## src/rtl/risc8_pkg.sv

```systemverilog
// RISC-8 shared definitions: opcodes, ALU operations, instruction field layout.
// No logic; constants and one sign-extension helper only.
// Imported by the decode stage, its interface and the testbench.
package risc8_pkg;

  localparam int INSTR_BITS = 16;
  localparam int DATA_BITS  = 8;
  localparam int NUM_REGS   = 8;
  localparam int REG_AW     = 3;

  // Opcodes (instr[15:12]); 10..15 are undefined
  localparam logic [3:0] OP_NOP  = 4'd0;
  localparam logic [3:0] OP_ADD  = 4'd1;
  localparam logic [3:0] OP_SUB  = 4'd2;
  localparam logic [3:0] OP_AND  = 4'd3;
  localparam logic [3:0] OP_OR   = 4'd4;
  localparam logic [3:0] OP_XOR  = 4'd5;
  localparam logic [3:0] OP_ADDI = 4'd6;
  localparam logic [3:0] OP_LD   = 4'd7;
  localparam logic [3:0] OP_ST   = 4'd8;
  localparam logic [3:0] OP_MOVI = 4'd9;

  // ALU operations handed to EX
  localparam logic [2:0] ALU_ADD     = 3'd0;
  localparam logic [2:0] ALU_SUB     = 3'd1;
  localparam logic [2:0] ALU_AND     = 3'd2;
  localparam logic [2:0] ALU_OR      = 3'd3;
  localparam logic [2:0] ALU_XOR     = 3'd4;
  localparam logic [2:0] ALU_ADDIMM  = 3'd5;
  localparam logic [2:0] ALU_PASSIMM = 3'd6;

  // Instruction field bit positions
  localparam int OPC_HI  = 15;
  localparam int OPC_LO  = 12;
  localparam int RD_HI   = 11;
  localparam int RD_LO   = 9;
  localparam int RS1_HI  = 8;
  localparam int RS1_LO  = 6;
  localparam int RS2_HI  = 5;
  localparam int RS2_LO  = 3;
  localparam int IMM6_HI = 5;
  localparam int IMM8_HI = 7;

  localparam logic [INSTR_BITS-1:0] NOP_INSTR = 16'h0000;

  // Sign-extend the 6-bit immediate to data width
  function automatic logic [DATA_BITS-1:0] sext6(input logic [5:0] v);
    return {{(DATA_BITS-6){v[5]}}, v};
  endfunction

endpackage

```

## src/rtl/id_stage_if.sv

```systemverilog
// Decode-stage bus: fetch input, EX hazard feedback, write-back port, decoded outputs.
// Pure wiring, no latency.
// No handshake; stall_out is the only flow-control signal (towards fetch).
interface id_stage_if;
  import risc8_pkg::*;

  logic [INSTR_BITS-1:0] instr_in;
  logic                  instr_valid_in;
  logic                  flush;
  logic                  mem_read_ex;
  logic [REG_AW-1:0]     rd_ex;
  logic                  wb_reg_write;
  logic [REG_AW-1:0]     wb_rd;
  logic [DATA_BITS-1:0]  wb_data;

  logic [DATA_BITS-1:0]  read_data1_out;
  logic [DATA_BITS-1:0]  read_data2_out;
  logic [DATA_BITS-1:0]  immediate_out;
  logic [2:0]            alu_op_out;
  logic                  mem_read_out;
  logic                  mem_write_out;
  logic                  reg_write_out;
  logic                  mem_to_reg_out;
  logic [REG_AW-1:0]     rd_out;
  logic                  stall_out;
  logic                  illegal_out;

  // Pipeline side that feeds the decode stage and consumes its results
  modport master (
    output instr_in, instr_valid_in, flush, mem_read_ex, rd_ex,
           wb_reg_write, wb_rd, wb_data,
    input  read_data1_out, read_data2_out, immediate_out, alu_op_out,
           mem_read_out, mem_write_out, reg_write_out, mem_to_reg_out,
           rd_out, stall_out, illegal_out
  );

  // The decode stage itself
  modport slave (
    input  instr_in, instr_valid_in, flush, mem_read_ex, rd_ex,
           wb_reg_write, wb_rd, wb_data,
    output read_data1_out, read_data2_out, immediate_out, alu_op_out,
           mem_read_out, mem_write_out, reg_write_out, mem_to_reg_out,
           rd_out, stall_out, illegal_out
  );

endinterface

```

## src/rtl/register_file.sv

```systemverilog
// 8x8 register file: two combinational read ports, one write port, write-first bypass.
// Reads are zero-latency; writes land at the clock edge, visible same cycle via bypass.
// No backpressure; every write request is accepted.
module register_file #(
  parameter int DATA_W = 8,
  parameter int NREGS  = 8,
  parameter int AW     = 3
) (
  input  logic              clk,
  input  logic              rst,
  input  logic              we_i,
  input  logic [AW-1:0]     waddr_i,
  input  logic [DATA_W-1:0] wdata_i,
  input  logic [AW-1:0]     raddr1_i,
  input  logic [AW-1:0]     raddr2_i,
  output logic [DATA_W-1:0] rdata1_o,
  output logic [DATA_W-1:0] rdata2_o
);

  logic [DATA_W-1:0] regs_q [NREGS];

  // Storage: cleared asynchronously, written on the edge when enabled (r0 included)
  always_ff @(posedge clk or posedge rst) begin
    if (rst) begin
      for (int i = 0; i < NREGS; i++) regs_q[i] <= '0;
    end else if (we_i) begin
      regs_q[waddr_i] <= wdata_i;
    end
  end

  // Read ports: a same-cycle write to the read address wins over the stored value
  always_comb begin
    rdata1_o = regs_q[raddr1_i];
    rdata2_o = regs_q[raddr2_i];
    if (we_i && (waddr_i == raddr1_i)) rdata1_o = wdata_i;
    if (we_i && (waddr_i == raddr2_i)) rdata2_o = wdata_i;
  end

endmodule

```

## src/rtl/id_stage.sv

```systemverilog
// RISC-8 decode stage: IF/ID latch, register file, decoder, load-use hazard detect.
// One cycle: instruction latched at edge N is decoded during cycle N+1.
// On load-use, stall_out holds fetch and the latch, and controls are zeroed (bubble).
module id_stage
  import risc8_pkg::*;
#(
  parameter int INSTR_W = 16,
  parameter int DATA_W  = 8,
  parameter int NREGS   = 8
) (
  input logic      clk,
  input logic      reset,
  id_stage_if.slave bus
);

  logic [INSTR_W-1:0] ifid_q, ifid_d;

  logic [3:0]        opcode;
  logic [REG_AW-1:0] rd_f, rs1_f, rs2_f, rb_addr;
  logic [5:0]        imm6_f;
  logic [7:0]        imm8_f;

  logic              use_rs1, use_rs2, use_rd;
  logic              stall;
  logic [2:0]        dec_alu;
  logic [DATA_W-1:0] dec_imm;
  logic              dec_mr, dec_mw, dec_rw, dec_m2r, dec_ill;
  logic [DATA_W-1:0] rdata1, rdata2;

  assign opcode = ifid_q[OPC_HI:OPC_LO];
  assign rd_f   = ifid_q[RD_HI:RD_LO];
  assign rs1_f  = ifid_q[RS1_HI:RS1_LO];
  assign rs2_f  = ifid_q[RS2_HI:RS2_LO];
  assign imm6_f = ifid_q[IMM6_HI:0];
  assign imm8_f = ifid_q[IMM8_HI:0];

  // Port B reads the store-data register for ST, rs2 otherwise
  assign rb_addr = (opcode == OP_ST) ? rd_f : rs2_f;

  // IF/ID next value: flush beats stall, stall holds, otherwise take fetch or a NOP
  always_comb begin
    ifid_d = NOP_INSTR;
    if (bus.flush)               ifid_d = NOP_INSTR;
    else if (stall)              ifid_d = ifid_q;
    else if (bus.instr_valid_in) ifid_d = bus.instr_in;
  end

  // IF/ID instruction latch, NOP on reset
  always_ff @(posedge clk or posedge reset) begin
    if (reset) ifid_q <= NOP_INSTR;
    else       ifid_q <= ifid_d;
  end

  // Instruction decoder: controls, ALU op, immediate and which sources are really read
  always_comb begin
    dec_alu = ALU_ADD;
    dec_imm = '0;
    dec_mr  = 1'b0;
    dec_mw  = 1'b0;
    dec_rw  = 1'b0;
    dec_m2r = 1'b0;
    dec_ill = 1'b0;
    use_rs1 = 1'b0;
    use_rs2 = 1'b0;
    use_rd  = 1'b0;
    case (opcode)
      OP_NOP: ;
      OP_ADD, OP_SUB, OP_AND, OP_OR, OP_XOR: begin
        case (opcode)
          OP_SUB:  dec_alu = ALU_SUB;
          OP_AND:  dec_alu = ALU_AND;
          OP_OR:   dec_alu = ALU_OR;
          OP_XOR:  dec_alu = ALU_XOR;
          default: dec_alu = ALU_ADD;
        endcase
        dec_rw  = 1'b1;
        use_rs1 = 1'b1;
        use_rs2 = 1'b1;
      end
      OP_ADDI: begin
        dec_alu = ALU_ADDIMM;
        dec_imm = sext6(imm6_f);
        dec_rw  = 1'b1;
        use_rs1 = 1'b1;
      end
      OP_LD: begin
        dec_alu = ALU_ADDIMM;
        dec_imm = sext6(imm6_f);
        dec_mr  = 1'b1;
        dec_m2r = 1'b1;
        dec_rw  = 1'b1;
        use_rs1 = 1'b1;
      end
      OP_ST: begin
        dec_alu = ALU_ADDIMM;
        dec_imm = sext6(imm6_f);
        dec_mw  = 1'b1;
        use_rs1 = 1'b1;
        use_rd  = 1'b1;
      end
      OP_MOVI: begin
        dec_alu = ALU_PASSIMM;
        dec_imm = imm8_f;
        dec_rw  = 1'b1;
      end
      default: dec_ill = 1'b1;
    endcase
  end

  // Load-use hazard: only sources the opcode actually reads can match the load target
  always_comb begin
    stall = bus.mem_read_ex &&
            ((use_rs1 && (rs1_f == bus.rd_ex)) ||
             (use_rs2 && (rs2_f == bus.rd_ex)) ||
             (use_rd  && (rd_f  == bus.rd_ex)));
  end

  register_file #(
    .DATA_W (DATA_W),
    .NREGS  (NREGS),
    .AW     (REG_AW)
  ) u_rf (
    .clk      (clk),
    .rst      (reset),
    .we_i     (bus.wb_reg_write),
    .waddr_i  (bus.wb_rd),
    .wdata_i  (bus.wb_data),
    .raddr1_i (rs1_f),
    .raddr2_i (rb_addr),
    .rdata1_o (rdata1),
    .rdata2_o (rdata2)
  );

  // Outputs; a stalled cycle becomes a bubble by zeroing ALU op and controls
  assign bus.read_data1_out = rdata1;
  assign bus.read_data2_out = rdata2;
  assign bus.immediate_out  = dec_imm;
  assign bus.alu_op_out     = stall ? ALU_ADD : dec_alu;
  assign bus.mem_read_out   = dec_mr  && !stall;
  assign bus.mem_write_out  = dec_mw  && !stall;
  assign bus.reg_write_out  = dec_rw  && !stall;
  assign bus.mem_to_reg_out = dec_m2r && !stall;
  assign bus.rd_out         = rd_f;
  assign bus.stall_out      = stall;
  assign bus.illegal_out    = dec_ill;

endmodule

```

## src/flat_wrapper.sv

```systemverilog
// flat-port wrapper written by rule: the top's interface ports become plain ports
module id_stage_flat import risc8_pkg::*;
#(
  parameter int INSTR_W = 16,
  parameter int DATA_W  = 8,
  parameter int NREGS   = 8
)
  (clk, reset, bus_instr_in, bus_instr_valid_in, bus_flush, bus_mem_read_ex, bus_rd_ex, bus_wb_reg_write, bus_wb_rd, bus_wb_data, bus_read_data1_out, bus_read_data2_out, bus_immediate_out, bus_alu_op_out, bus_mem_read_out, bus_mem_write_out, bus_reg_write_out, bus_mem_to_reg_out, bus_rd_out, bus_stall_out, bus_illegal_out);
  id_stage_if bus_i ();
  input logic clk;
  input logic reset;
  input wire logic [$bits(bus_i.instr_in)-1:0] bus_instr_in;
  input wire logic [$bits(bus_i.instr_valid_in)-1:0] bus_instr_valid_in;
  input wire logic [$bits(bus_i.flush)-1:0] bus_flush;
  input wire logic [$bits(bus_i.mem_read_ex)-1:0] bus_mem_read_ex;
  input wire logic [$bits(bus_i.rd_ex)-1:0] bus_rd_ex;
  input wire logic [$bits(bus_i.wb_reg_write)-1:0] bus_wb_reg_write;
  input wire logic [$bits(bus_i.wb_rd)-1:0] bus_wb_rd;
  input wire logic [$bits(bus_i.wb_data)-1:0] bus_wb_data;
  output wire logic [$bits(bus_i.read_data1_out)-1:0] bus_read_data1_out;
  output wire logic [$bits(bus_i.read_data2_out)-1:0] bus_read_data2_out;
  output wire logic [$bits(bus_i.immediate_out)-1:0] bus_immediate_out;
  output wire logic [$bits(bus_i.alu_op_out)-1:0] bus_alu_op_out;
  output wire logic [$bits(bus_i.mem_read_out)-1:0] bus_mem_read_out;
  output wire logic [$bits(bus_i.mem_write_out)-1:0] bus_mem_write_out;
  output wire logic [$bits(bus_i.reg_write_out)-1:0] bus_reg_write_out;
  output wire logic [$bits(bus_i.mem_to_reg_out)-1:0] bus_mem_to_reg_out;
  output wire logic [$bits(bus_i.rd_out)-1:0] bus_rd_out;
  output wire logic [$bits(bus_i.stall_out)-1:0] bus_stall_out;
  output wire logic [$bits(bus_i.illegal_out)-1:0] bus_illegal_out;
  assign bus_i.instr_in = bus_instr_in;
  assign bus_i.instr_valid_in = bus_instr_valid_in;
  assign bus_i.flush = bus_flush;
  assign bus_i.mem_read_ex = bus_mem_read_ex;
  assign bus_i.rd_ex = bus_rd_ex;
  assign bus_i.wb_reg_write = bus_wb_reg_write;
  assign bus_i.wb_rd = bus_wb_rd;
  assign bus_i.wb_data = bus_wb_data;
  assign bus_read_data1_out = bus_i.read_data1_out;
  assign bus_read_data2_out = bus_i.read_data2_out;
  assign bus_immediate_out = bus_i.immediate_out;
  assign bus_alu_op_out = bus_i.alu_op_out;
  assign bus_mem_read_out = bus_i.mem_read_out;
  assign bus_mem_write_out = bus_i.mem_write_out;
  assign bus_reg_write_out = bus_i.reg_write_out;
  assign bus_mem_to_reg_out = bus_i.mem_to_reg_out;
  assign bus_rd_out = bus_i.rd_out;
  assign bus_stall_out = bus_i.stall_out;
  assign bus_illegal_out = bus_i.illegal_out;
  id_stage #(.INSTR_W(INSTR_W), .DATA_W(DATA_W), .NREGS(NREGS)) u_core (.clk(clk), .reset(reset), .bus(bus_i));
endmodule
```

## config.mk

```make
export PLATFORM = sky130hd
export DESIGN_NAME = id_stage_flat
export DESIGN_NICKNAME = d
export VERILOG_FILES = /design/src/rtl/risc8_pkg.sv /design/src/rtl/id_stage_if.sv /design/src/rtl/register_file.sv /design/src/rtl/id_stage.sv /design/src/flat_wrapper.sv
export SDC_FILE = /design/constraint.sdc
export NUM_CORES = 1
export LEC_CHECK = 0
export ABC_AREA = 1
export BUFFER_PORTS_ARGS = -buffer_cell sky130_fd_sc_hd__buf_2
export CORE_MARGIN = 3
export CORE_UTILIZATION = 30
export CTS_CLUSTER_SIZE = 8
export DETAILED_ROUTE_END_ITERATION = 10
export GPL_TIMING_DRIVEN = 0
export MAX_ROUTING_LAYER = met4
export SETUP_SLACK_MARGIN = 0.15
export SLEW_MARGIN = 10
export SYNTH_ARGS = -nofsm -noshare
export SYNTH_HDL_FRONTEND = slang
export SYNTH_HIERARCHICAL = 1
export SYNTH_SLANG_ARGS = --single-unit
```

## constraint.sdc

```tcl
create_clock -name clk -period 4.4 [get_ports clk]
set_input_delay 0.44 -clock clk [delete_from_list [all_inputs] [get_ports clk]]
set_output_delay 0.44 -clock clk [all_outputs]
set_load 0.005 [all_outputs]
```

==> out/results.ini <==
[yosys]
ys_types = 26
synth_top_area_share_pct = 38.54
syn-num-nets = 840
syn_area_per_cell_um2 = 6.461
yosys_warnings = 6
syn_inst = 804
ys_top_cells_by_area = dfrtp_1 (39%), nand2_1 (22%), nand3_1 (12%)
syn_area_mm2 = 0.005195
yosysTopAreaCell = dfrtp_1
ys_seq_area_share_pct = 38.54
synth-seq-cells = 80

[sta]
timing.slew.headroom_pct = 57.90
setup_viol = 0
max_freq_mhz = 310.7
rsz0062_at_grt = no
finalWorstSetupSlack_ns = 1.182
post-route-min-period_ns = 3.218
worst_pin_slew_ns = 0.6308
clock_skew_ns = 0.003887
hold_viol = 0
tns_ns = 0
final.period_utilization_pct = 73.14
drv_slew = 0

[cts]
cts_root_buffer = clkbuf_16
cts_made_buffers = 9
ctsHoldBuffers = 0
postCtsResizedCells = 0
clockBufferDepth = 2
clk_latency_ns = 0.35
h-tree-depth = 3
postCtsSetupBuffers = 0
cts_num_sinks = 80
cts_tree = built
clk_pin_slew_worst_paths_ns = 0.06

[floorplanning]
core_area_mm2 = 0.01676
die_h_um = 137.6
row_count = 47
die-area_mm2 = 0.01893
pin_count = 72
fp.dieW_um = 137.6
initial_core_util_pct = 31.00

[job]
cap_viol_max_count = 0

[worst_setup_path]
end_kind = output pin
cp_max_fo = 10
crit_path_start = u_core/ifid_q[12]$_DFFE_PP0P_
r2r_cells = 9
critPathKind = reg -> out
arrival_ns = 2.78
cp_data_required_time_ns = 3.96
rr_startpoint = u_core/ifid_q[12]$_DFFE_PP0P_
critPathLaunchType = flop
crit_path_end = bus_read_data2_out[0]
r2r_end = u_core/ifid_q[2]$_DFFE_PP0P_
rrSetupSlack_ns = 2.75

[place]
dp.final_hpwl_um = 13060
post-place-ws_ns = 1.601
gp_congestion = 0.9926
portBuffers = 70

[power]
power_density_mw_per_mm2 = 361.8
p_leak_nw = 3.351
peakVddDrop_mv = 0.2030

[grt]
grt_pass1_vias = 5006
use_met3_pct = 3.616
gr-total-overflow = 0
grtUsageMet2_pct = 29.72
gr-usage-met1_pct = 26.03
grt_first_pass_wirelength_um = 27520
antenna_found_initial = 0
grt_usage_pct = 19.70
grt-busiest-layer = met2
grt_max_degree = 43

[worst_hold_path]
min_path_type = in -> async

[detailed_routing]
vias = 5394
vias_per_cell = 4.855
firstDrtPassIters = 4
drt_iter0_markers = 470
postRouteWirelength_um = 17370
post_drt_wl_per_cell_um = 15.63
ant_nets = 0
drc = 0

[layout]
diodes = 0
finish.utilization_pct = 36.51
drive_above_1_share_pct = 15.38
areaGrowthSynthToFinish_pct = 17.77
fillCellCount = 1829
fin_nets = 922

[run_status]
outcome = complete, no violations

-- how the worst min path moves through the flow --
stage,from,endpoint,slack [ns],depth (start not counted)
6_report,reset,u_core/u_rf/regs_q[1]$_DFFE_PP0P_,0.06,2
5_1_grt,reset,u_core/u_rf/regs_q[1]$_DFFE_PP0P_,0.08,2
4_1_cts,reset,u_core/u_rf/regs_q[1]$_DFFE_PP0P_,0.07,2
3_5_place_dp,reset,u_core/u_rf/regs_q[1]$_DFFE_PP0P_,0.44,2
3_3_place_gp,u_core/u_rf/regs_q[62]$_DFFE_PP0P_,u_core/u_rf/regs_q[62]$_DFFE_PP0P_,0.47,2
2_1_floorplan,reset,u_core/ifid_q[0]$_DFFE_PP0P_,0.35,1
-- layout make-up --
cell class | instances | area (um^2) | area share [%]
Multi-Input combinational cell | 571 | 2535 | 41.43
Sequential cell | 80 | 2002 | 32.72
Inverter | 111 | 419.2 | 6.851
Timing Repair Buffer | 71 | 370.4 | 6.053
Tap cell | 220 | 275.3 | 4.499
Clock buffer | 12 | 246.5 | 4.029
Buffer | 42 | 241.5 | 3.947
Clock inverter | 4 | 28.78 | 0.4703
-- synth_stat cells --
| cell type | count |
|---|---|
| dfrtp_1 | 80 |
| nand2_1 | 308 |
| or2_2 | 1 |
| a31oi_1 | 1 |
| inv_2 | 11 |
| nand3_2 | 1 |
| buf_1 | 1 |
| buf_8 | 1 |
| buf_2 | 15 |
| a21oi_1 | 3 |
| nor2_4 | 1 |
| nor2_1 | 31 |
| nand2_4 | 1 |
| nor2_8 | 1 |
| nor3_4 | 1 |
| clkbuf_1 | 14 |
| o21ai_0 | 70 |
| nand3_4 | 1 |
| inv_1 | 100 |
| nand3_1 | 129 |
| clkbuf_2 | 1 |
| nand4_1 | 16 |
| nand4_4 | 1 |
| nand2_2 | 5 |
| buf_6 | 4 |
| buf_4 | 6 |
-- flip-flops by register name, summed over array words and instances (netlist names) --
signal / cells
u_core/u_rf/regs_q: 64
u_core/ifid_q: 16
-- routing by layer --
metal	routed length [um]	vias to the layer above
met5	0	-
met4	646	0
met3	1142	39
met2	7708	214
met1	7871	2451
li1	-	2690
-- per-stage QoR --
stage / cell area (um^2) / total power [mW] / hold WS (ns) / instances
floorplan: 5195 / 1.303 / 0.3537 / 804
global route: 6118 / 2.369 / 0.08224 / 1111
detailed placement: 5843 / 1.519 / 0.4379 / 1095
global placement: 5821 / 1.505 / 0.4686 / 1094
finish: 6118 / 2.214 / 0.06291 / 1111
CTS: 6118 / 2.235 / 0.06558 / 1111
-- worst max-delay path, stage by stage (launching register included) --
cell      delay [ns]
dfrtp_1         0.36
buf_4           0.17
nor2_4          0.13
inv_2           0.07
nor2_8          0.15
nand2_1         0.07
o21ai_0         0.08
buf_2           0.25
clkbuf_1        0.45
nand2_1         0.12
nand3_1         0.13
nand3_1         0.13
nand3_1         0.11
nand2_1         0.06
buf_2           0.12
-- power by group --
group,switching [mW],internal (mW)
logic,0.378,0.203
registers,0.0792,0.854
clock network,0.301,0.399
-- cell usage in the layout (no fill, tap or decap), types with 2 or more instances in the layout --
cell        count
a21oi_1         3
buf_2          85
buf_4           6
buf_6           4
clkbuf_1       16
clkbuf_16       9
clkinvlp_4      2
dfrtp_1        80
inv_1          99
inv_2          11
nand2_1       308
nand2_2         5
nand3_1       129
nand4_1        16
nor2_1         31
o21ai_0        70
-- kinds of logic (layout without fill, tap and decap cells) --
kind of cell / after synthesis / count (layout) / synth area share, %
AND/OR/NAND/NOR: 497 / 497 / 41.64
AO/OA/AOI/OAI: 74 / 74 / 7.153
flip-flops: 80 / 80 / 38.54
buffers and inverters: 153 / 240 / 12.67
Power figures use the tool's default switching activity.
